--- src/rtl/cpu_fetch_queue_if.sv ---
// cpu_fetch_queue_if: instruction bus and decode handshake between fetch and its neighbours.
interface cpu_fetch_queue_if;
  logic        o_bus_request;
  logic [31:0] o_bus_address;
  logic        i_bus_ready;
  logic [31:0] i_bus_rdata;
  logic        o_valid;
  logic        i_ready;
  logic [31:0] o_instruction;
  logic [31:0] o_pc;
  logic        o_pred_taken;
  logic [31:0] o_pred_pc;
  modport master (
    output o_bus_request, o_bus_address, o_valid, o_instruction, o_pc, o_pred_taken, o_pred_pc,
    input  i_bus_ready, i_bus_rdata, i_ready
  );
  modport slave (
    input  o_bus_request, o_bus_address, o_valid, o_instruction, o_pc, o_pred_taken, o_pred_pc,
    output i_bus_ready, i_bus_rdata, i_ready
  );
endinterface

--- src/rtl/cpu_fetch_queue.sv ---
// cpu_fetch_queue: prefetching fetch unit with static branch prediction, redirect flush
// and edge-triggered interrupt dispatch, feeding decode through a valid/ready queue.
module cpu_fetch_queue #(
  parameter logic [31:0] RESET_VECTOR     = 32'h0,
  parameter int          QUEUE_DEPTH      = 4,
  parameter bit          PREDICT_JAL      = 1'b1,
  parameter bit          PREDICT_BACKWARD = 1'b1
) (
  input  logic                         i_clock,
  input  logic                         i_reset,
  input  logic                         i_redirect,
  input  logic [31:0]                  i_redirect_pc,
  input  logic                         i_irq_pending,
  input  logic [31:0]                  i_irq_pc,
  output logic                         o_irq_dispatched,
  output logic [31:0]                  o_irq_epc,
  cpu_fetch_queue_if.master            bus,
  output logic [$clog2(QUEUE_DEPTH):0] o_occupancy,
  output logic [31:0]                  o_debug_pc
);
  localparam int AW = $clog2(QUEUE_DEPTH);
  localparam int CW = AW + 1;
  localparam logic [CW-1:0] FULL = CW'(QUEUE_DEPTH);
  localparam logic [31:0] ECALL = 32'h0000_0073;
  localparam logic [31:0] MRET  = 32'h3020_0073;
  localparam logic [31:0] WFI   = 32'h1050_0073;
  typedef enum logic {RUN, STOP} state_t;
  state_t state_q, state_d;
  logic [31:0] pc_q, pc_d, addr_q, addr_d, epc_q, epc_d;
  logic req_q, req_d, discard_q, discard_d, irq_r_q, irq_req_q, irq_req_d, disp_q;
  logic [AW-1:0] rd_q, rd_d, wr_q, wr_d;
  logic [CW-1:0] cnt_q, cnt_d;
  logic [31:0] ins_m [QUEUE_DEPTH];
  logic [31:0] pc_m [QUEUE_DEPTH];
  logic [31:0] npc_m [QUEUE_DEPTH];
  logic        tk_m [QUEUE_DEPTH];
  logic valid, done, pop, push, hold, dispatch, flush, is_jal, is_br, taken, halt;
  logic [31:0] rdata, j_imm, b_imm, npc, head_next;
  assign rdata  = bus.i_bus_rdata;
  assign is_jal = rdata[6:0] == 7'b1101111;
  assign is_br  = rdata[6:0] == 7'b1100011;
  assign j_imm  = {{12{rdata[31]}}, rdata[19:12], rdata[20], rdata[30:21], 1'b0};
  assign b_imm  = {{20{rdata[31]}}, rdata[7], rdata[30:25], rdata[11:8], 1'b0};
  assign taken  = (is_jal && PREDICT_JAL) || (is_br && rdata[31] && PREDICT_BACKWARD);
  assign halt   = (is_jal && !PREDICT_JAL) || rdata[6:0] == 7'b1100111 ||
                  rdata == ECALL || rdata == MRET || rdata == WFI;
  // A halting instruction parks the fetch pc on itself until redirect or interrupt.
  assign npc    = taken ? addr_q + (is_jal ? j_imm : b_imm) : halt ? addr_q : addr_q + 32'd4;
  assign valid    = cnt_q != '0;
  assign done     = req_q && bus.i_bus_ready;
  assign hold     = req_q && !bus.i_bus_ready;
  assign pop      = valid && bus.i_ready;
  assign dispatch = irq_req_q && !i_redirect;
  assign flush    = i_redirect || dispatch;
  assign push     = done && !discard_q && !flush;
  // A head accepted this cycle is delivered, so the return point is the entry behind it.
  assign head_next = pop ? (cnt_q > CW'(1) ? pc_m[rd_q + AW'(1)] : pc_q) : (valid ? pc_m[rd_q] : pc_q);
  always_comb begin
    pc_d      = i_redirect ? i_redirect_pc : dispatch ? i_irq_pc : push ? npc : pc_q;
    state_d   = flush ? RUN : (push && halt) ? STOP : state_q;
    discard_d = flush ? hold : discard_q && !done;
    cnt_d     = flush ? '0 : cnt_q + CW'(push) - CW'(pop);
    rd_d      = flush ? '0 : rd_q + AW'(pop);
    wr_d      = flush ? '0 : wr_q + AW'(push);
    req_d     = hold || (state_d == RUN && cnt_d < FULL);
    addr_d    = hold ? addr_q : pc_d;
    irq_req_d = (irq_req_q && !dispatch) || (i_irq_pending && !irq_r_q);
    epc_d     = dispatch ? head_next : epc_q;
  end
  always_ff @(posedge i_clock) begin
    if (i_reset) begin
      state_q   <= RUN;
      pc_q      <= RESET_VECTOR;
      addr_q    <= '0;
      req_q     <= 1'b0;
      discard_q <= 1'b0;
      irq_r_q   <= 1'b0;
      irq_req_q <= 1'b0;
      disp_q    <= 1'b0;
      epc_q     <= '0;
      rd_q      <= '0;
      wr_q      <= '0;
      cnt_q     <= '0;
    end else begin
      state_q   <= state_d;
      pc_q      <= pc_d;
      addr_q    <= addr_d;
      req_q     <= req_d;
      discard_q <= discard_d;
      irq_r_q   <= i_irq_pending;
      irq_req_q <= irq_req_d;
      disp_q    <= dispatch;
      epc_q     <= epc_d;
      rd_q      <= rd_d;
      wr_q      <= wr_d;
      cnt_q     <= cnt_d;
    end
  end
  always_ff @(posedge i_clock) begin
    if (push) begin
      ins_m[wr_q] <= rdata;
      pc_m[wr_q]  <= addr_q;
      npc_m[wr_q] <= npc;
      tk_m[wr_q]  <= taken;
    end
  end
  assign bus.o_bus_request = req_q;
  assign bus.o_bus_address = addr_q;
  assign bus.o_valid       = valid;
  assign bus.o_instruction = valid ? ins_m[rd_q] : '0;
  assign bus.o_pc          = valid ? pc_m[rd_q] : '0;
  assign bus.o_pred_taken  = valid && tk_m[rd_q];
  assign bus.o_pred_pc     = valid ? npc_m[rd_q] : '0;
  assign o_irq_dispatched  = disp_q;
  assign o_irq_epc         = epc_q;
  assign o_occupancy       = cnt_q;
  assign o_debug_pc        = pc_q;
endmodule

--- src/flat_wrapper.sv ---
// flat-port wrapper written by rule: the top's interface ports become plain ports
module cpu_fetch_queue_flat 
#(
  parameter logic [31:0] RESET_VECTOR     = 32'h0,
  parameter int          QUEUE_DEPTH      = 4,
  parameter bit          PREDICT_JAL      = 1'b1,
  parameter bit          PREDICT_BACKWARD = 1'b1
)
  (i_clock, i_reset, i_redirect, i_redirect_pc, i_irq_pending, i_irq_pc, o_irq_dispatched, o_irq_epc, o_occupancy, o_debug_pc, bus_o_bus_request, bus_o_bus_address, bus_o_valid, bus_o_instruction, bus_o_pc, bus_o_pred_taken, bus_o_pred_pc, bus_i_bus_ready, bus_i_bus_rdata, bus_i_ready);
  cpu_fetch_queue_if bus_i ();
  input  logic i_clock;
  input  logic i_reset;
  input  logic i_redirect;
  input  logic [31:0] i_redirect_pc;
  input  logic i_irq_pending;
  input  logic [31:0] i_irq_pc;
  output logic o_irq_dispatched;
  output logic [31:0] o_irq_epc;
  output logic [$clog2(QUEUE_DEPTH):0] o_occupancy;
  output logic [31:0] o_debug_pc;
  output wire logic [$bits(bus_i.o_bus_request)-1:0] bus_o_bus_request;
  output wire logic [$bits(bus_i.o_bus_address)-1:0] bus_o_bus_address;
  output wire logic [$bits(bus_i.o_valid)-1:0] bus_o_valid;
  output wire logic [$bits(bus_i.o_instruction)-1:0] bus_o_instruction;
  output wire logic [$bits(bus_i.o_pc)-1:0] bus_o_pc;
  output wire logic [$bits(bus_i.o_pred_taken)-1:0] bus_o_pred_taken;
  output wire logic [$bits(bus_i.o_pred_pc)-1:0] bus_o_pred_pc;
  input wire logic [$bits(bus_i.i_bus_ready)-1:0] bus_i_bus_ready;
  input wire logic [$bits(bus_i.i_bus_rdata)-1:0] bus_i_bus_rdata;
  input wire logic [$bits(bus_i.i_ready)-1:0] bus_i_ready;
  assign bus_o_bus_request = bus_i.o_bus_request;
  assign bus_o_bus_address = bus_i.o_bus_address;
  assign bus_o_valid = bus_i.o_valid;
  assign bus_o_instruction = bus_i.o_instruction;
  assign bus_o_pc = bus_i.o_pc;
  assign bus_o_pred_taken = bus_i.o_pred_taken;
  assign bus_o_pred_pc = bus_i.o_pred_pc;
  assign bus_i.i_bus_ready = bus_i_bus_ready;
  assign bus_i.i_bus_rdata = bus_i_bus_rdata;
  assign bus_i.i_ready = bus_i_ready;
  cpu_fetch_queue #(.RESET_VECTOR(RESET_VECTOR), .QUEUE_DEPTH(QUEUE_DEPTH), .PREDICT_JAL(PREDICT_JAL), .PREDICT_BACKWARD(PREDICT_BACKWARD)) u_core (.i_clock(i_clock), .i_reset(i_reset), .i_redirect(i_redirect), .i_redirect_pc(i_redirect_pc), .i_irq_pending(i_irq_pending), .i_irq_pc(i_irq_pc), .o_irq_dispatched(o_irq_dispatched), .o_irq_epc(o_irq_epc), .bus(bus_i), .o_occupancy(o_occupancy), .o_debug_pc(o_debug_pc));
endmodule
--- config.mk ---
export PLATFORM = sky130hd
export DESIGN_NAME = cpu_fetch_queue_flat
export DESIGN_NICKNAME = d
export VERILOG_FILES = /design/src/rtl/cpu_fetch_queue_if.sv /design/src/rtl/cpu_fetch_queue.sv /design/src/flat_wrapper.sv
export SDC_FILE = /design/constraint.sdc
export NUM_CORES = 1
export LEC_CHECK = 0
export CAP_MARGIN = 40
export CORE_ASPECT_RATIO = 1.75
export CORE_MARGIN = 2
export CORE_UTILIZATION = 50
export CTS_CLUSTER_SIZE = 10
export DETAILED_ROUTE_END_ITERATION = 8
export PLACE_DENSITY_LB_ADDON = 0.15
export SYNTH_ARGS = -nofsm -noshare
export SYNTH_HDL_FRONTEND = slang
export SYNTH_SLANG_ARGS = --single-unit
--- constraint.sdc ---
create_clock -name i_clock -period 14.2 [get_ports i_clock]
set_input_delay 4.26 -clock i_clock [delete_from_list [all_inputs] [get_ports i_clock]]
set_output_delay 4.26 -clock i_clock [all_outputs]
set_load 0.005 [all_outputs]
==> flow_summary.json <==
{
  "status": "finished clean",
  "hold_viol_final": 0,
  "io_buffers": 300,
  "hold_slack_ns": 0.472,
  "cts_sinks": 493,
  "numCtsBuffers": 56,
  "syn_area_mm2": 0.0231,
  "crit_path_start_kind": "input port",
  "fp.coreArea_mm2": 0.0458,
  "clk_latency_ns": 0.59,
  "synth.top_cell.area_share_pct": 49.9,
  "critical_path_required_ns": 14.64,
  "final_cells": 2636,
  "gp_congestion": 0.882,
  "worst-r2r-cell-count": 10,
  "h-tree-depth": 2,
  "min_path_cells": 2,
  "synth_compound_area_share_pct": 10.8,
  "synth_top_area_cell": "edfxtp_1",
  "finish.utilization_pct": 62.2,
  "synthCells": 1727,
  "synth_top_family_by_area": "multiplexers",
  "cp_data_arrival_time_ns": 9.32,
  "slowest_delay_ns": 0.56,
  "worst_pin_slew_ns": 0.938,
  "clk_path_buf_depth": 3,
  "grt_max_degree": 72,
  "holdBufCountCts": 0,
  "synth_edf_count": 384,
  "p_clk_share_pct": 39.7,
  "relSlewSlack_pct": 36.8,
  "wirelength_um": 68700,
  "synth_area_leaders": "edfxtp_1 50%, mux4_2 12%, dfxtp_1 9.4%",
  "rows": 104,
  "swShare_pct": 24.0,
  "synth_nets": 1871,
  "cp_slowest_cell": "clkdlybuf4s50_1",
  "die_width_um": 166,
  "critPathKind": "input port to flip-flop",
  "yosys.area_share.simple_pct": 9.91,
  "synth_common_cells": "384 x edfxtp_1, 183 x nor2_1, 128 x mux4_2",
  "placed_cell_area_mm2": 0.0269,
  "internal_power_mw": 2.49,
  "cts_root_buf": "clkbuf_16",
  "area.growth.synth_to_final_pct": 23.3,
  "dr.pass1.iters": 5,
  "p_sw_mw": 0.789,
  "dp_hpwl_um": 46100,
  "p_seq_share_pct": 49.8,
  "critPathMostFrequentCell": "a211o_1",
  "power.density_mw_per_mm2": 115,
  "peakVddDrop_uv": 93.5,
  "wire_per_inst_um": 26.0,
  "power_frac_comb_pct": 10.5,
  "drv_cap": 0,
  "vias": 16500,
  "synth_xor_area_share_pct": 2.09,
  "start_util_pct": 50.4,
  "skew_ns": 0.0355,
  "min_path_type": "flip-flop to flip-flop",
  "finalSetupTns_ns": 0,
  "min_period_ns": 8.88,
  "postRouteAntennaNets": 0,
  "final_net_count": 2149,
  "drv_slew": 0,
  "multi_input_area_mm2": 0.00891,
  "final_area_mm2": 0.0285,
  "drt_iter0_markers": 1494,
  "synthAdderAreaFrac_pct": 2.34,
  "yosys_warnings": 0,
  "cp-end-kind": "flip-flop",
  "die_area_mm2": 0.0480,
  "gr-total-overflow": 0,
  "drc": 0,
  "dp_cells": 2530,
  "synth_async_sr_flop_share_pct": 0,
  "synth_seq_cells": 493,
  "p_leak_nw": 9.58,
  "nFillCells": 3550,
  "cts_resized": 0,
  "setup_viol": 0,
  "die_y_um": 288,
  "synth.avg_cell_area_um2": 13.4,
  "post-route-period-util_pct": 62.5,
  "antenna_found_initial": 3,
  "cts_tree": "built",
  "yosysSeqAreaShare_pct": 59.4,
  "cp_max_fo": 14,
  "seq_area_mm2": 0.0137,
  "ios": 301,
  "fmax_mhz": 113,
  "gr-usage-all-layers_pct": 28.1,
  "cts_setup_buffers": 0,
  "grt_pass1_vias": 16600,
  "yosysMostFrequentCell": "edfxtp_1",
  "via_per_inst": 6.26,
  "cts.clk_slew.worst_paths_ns": 0.06,
  "drive_above_1_share_pct": 13.0,
  "grt_pass1_wl_um": 102000,
  "path_cells": "clkdlybuf4s50_1 -> nand4_1 -> nor2_1 -> and2_1 -> mux2_2 -> ha_1 -> fa_1 -> a211o_1 -> a211o_1 -> nand3_1 -> a311oi_1 -> o41ai_1 -> xor2_1 -> mux2i_1 -> a221oi_1 -> a211oi_1",
  "synth.distinct_cells": 70,
  "rsz0062_at_grt": "false",
  "muxShareOfSynthArea_pct": 13.2,
  "ys.flop_type": "edfxtp_1"
}
## through the flow
| step | total power, mW | setup slack (ns) |
|---|---|---|
| after floorplan | 1.83 | 1.38 |
| after global placement | 1.99 | 4.86 |
| after detailed placement | 2.00 | 4.74 |
| after CTS | 3.30 | 5.35 |
| after global routing | 3.39 | 5.11 |
| final | 3.28 | 5.32 |
## cells by family (layout without fill, tap and decap cells)
logic type,after synthesis,after routing
adder cells (fa/ha/maj),42,42
buffers and inverters,141,464
other,0,3
AND/OR/NAND/NOR,479,479
AO/OA/AOI/OAI,373,373
XOR/XNOR,55,55
multiplexers,144,144
flip-flops,493,493
## state kept, by name, summed over array words and instances (netlist names)
name,cells
u_core.wr_q,2
u_core.irq_r_q,1
u_core.ins_m,128
u_core.bus.o_bus_request,1
u_core.o_irq_dispatched,1
u_core.discard_q,1
u_core.o_debug_pc,32
u_core.tk_m,4
u_core.o_irq_epc,32
u_core.irq_req_q,1
u_core.o_occupancy,3
u_core.state_q,1
u_core.npc_m,128
u_core.rd_q,2
u_core.pc_m,124
u_core.bus.o_bus_address,32
## power groups by stage
stage          Combinational (mW)  Clock (mW)  Sequential (mW)
6_report                    0.345        1.31             1.63
5_1_grt                     0.372        1.38             1.64
4_1_cts                     0.342        1.33             1.63
3_5_place_dp                0.339           0             1.66
3_3_place_gp                0.334           0             1.66
2_1_floorplan               0.187           0             1.65
## placed cells by master, fill, tap and decap left out, drive strengths merged, types with 9 or more instances in the layout
cell,n
buf,44
a21oi,112
inv,21
nor2,183
and2,106
ha,40
dfxtp,109
o22ai,67
nand3,25
and3,12
mux2i,9
a21o,24
a221oi,16
mux4,128
xor2,33
a211oi,66
clkbuf,99
nand2,90
o21ai,26
nor3,17
nand4,13
clkdlybuf4s50,298
edfxtp,384
xnor2,22
## critical path, delay by kind of cell
kind	cells	cell delay (ns)
xor gates and xnor gates	1	0.18
and+or+nand+nor	4	1.23
AOI/OAI and AO/OA	6	1.86
buffers and inverters	1	0.56
adders and majority gates	2	0.65
muxes	2	0.56
## layer usage
| metal | vias to the layer above | GRT usage, % | part of all wire [%] |
|---|---|---|---|
| li1 | 7250 | - | - |
| met1 | 8228 | 35.1 | 37 |
| met2 | 866 | 49.1 | 51 |
| met3 | 147 | 5.07 | 8.0 |
| met4 | 2 | 10.8 | 3.7 |
| met5 | - | 0 | 0.016 |
## worst paths after layout
path / slack [ns] / startpoint / to
worst min register to register: 0.47 / u_core.state_q / u_core.state_q
worst min-delay path: 0.47 / u_core.state_q / u_core.state_q
worst max-delay path: 5.32 / bus_i_bus_rdata[5] / u_core.bus.o_bus_address[29]
worst max register to register: 10.44 / u_core.bus.o_bus_address[1] / u_core.npc_m[3][31]
## cell type report
type | instances | share of cell area [%]
Antenna cell | 3 | 0.0264
Clock inverter | 4 | 0.136
Tap cell | 583 | 2.56
Multi-Input combinational cell | 1093 | 31.3
Sequential cell | 493 | 48.2
Timing Repair Buffer | 342 | 12.0
Clock buffer | 99 | 5.56
Inverter | 19 | 0.250
(Power assumes the default switching activity.)
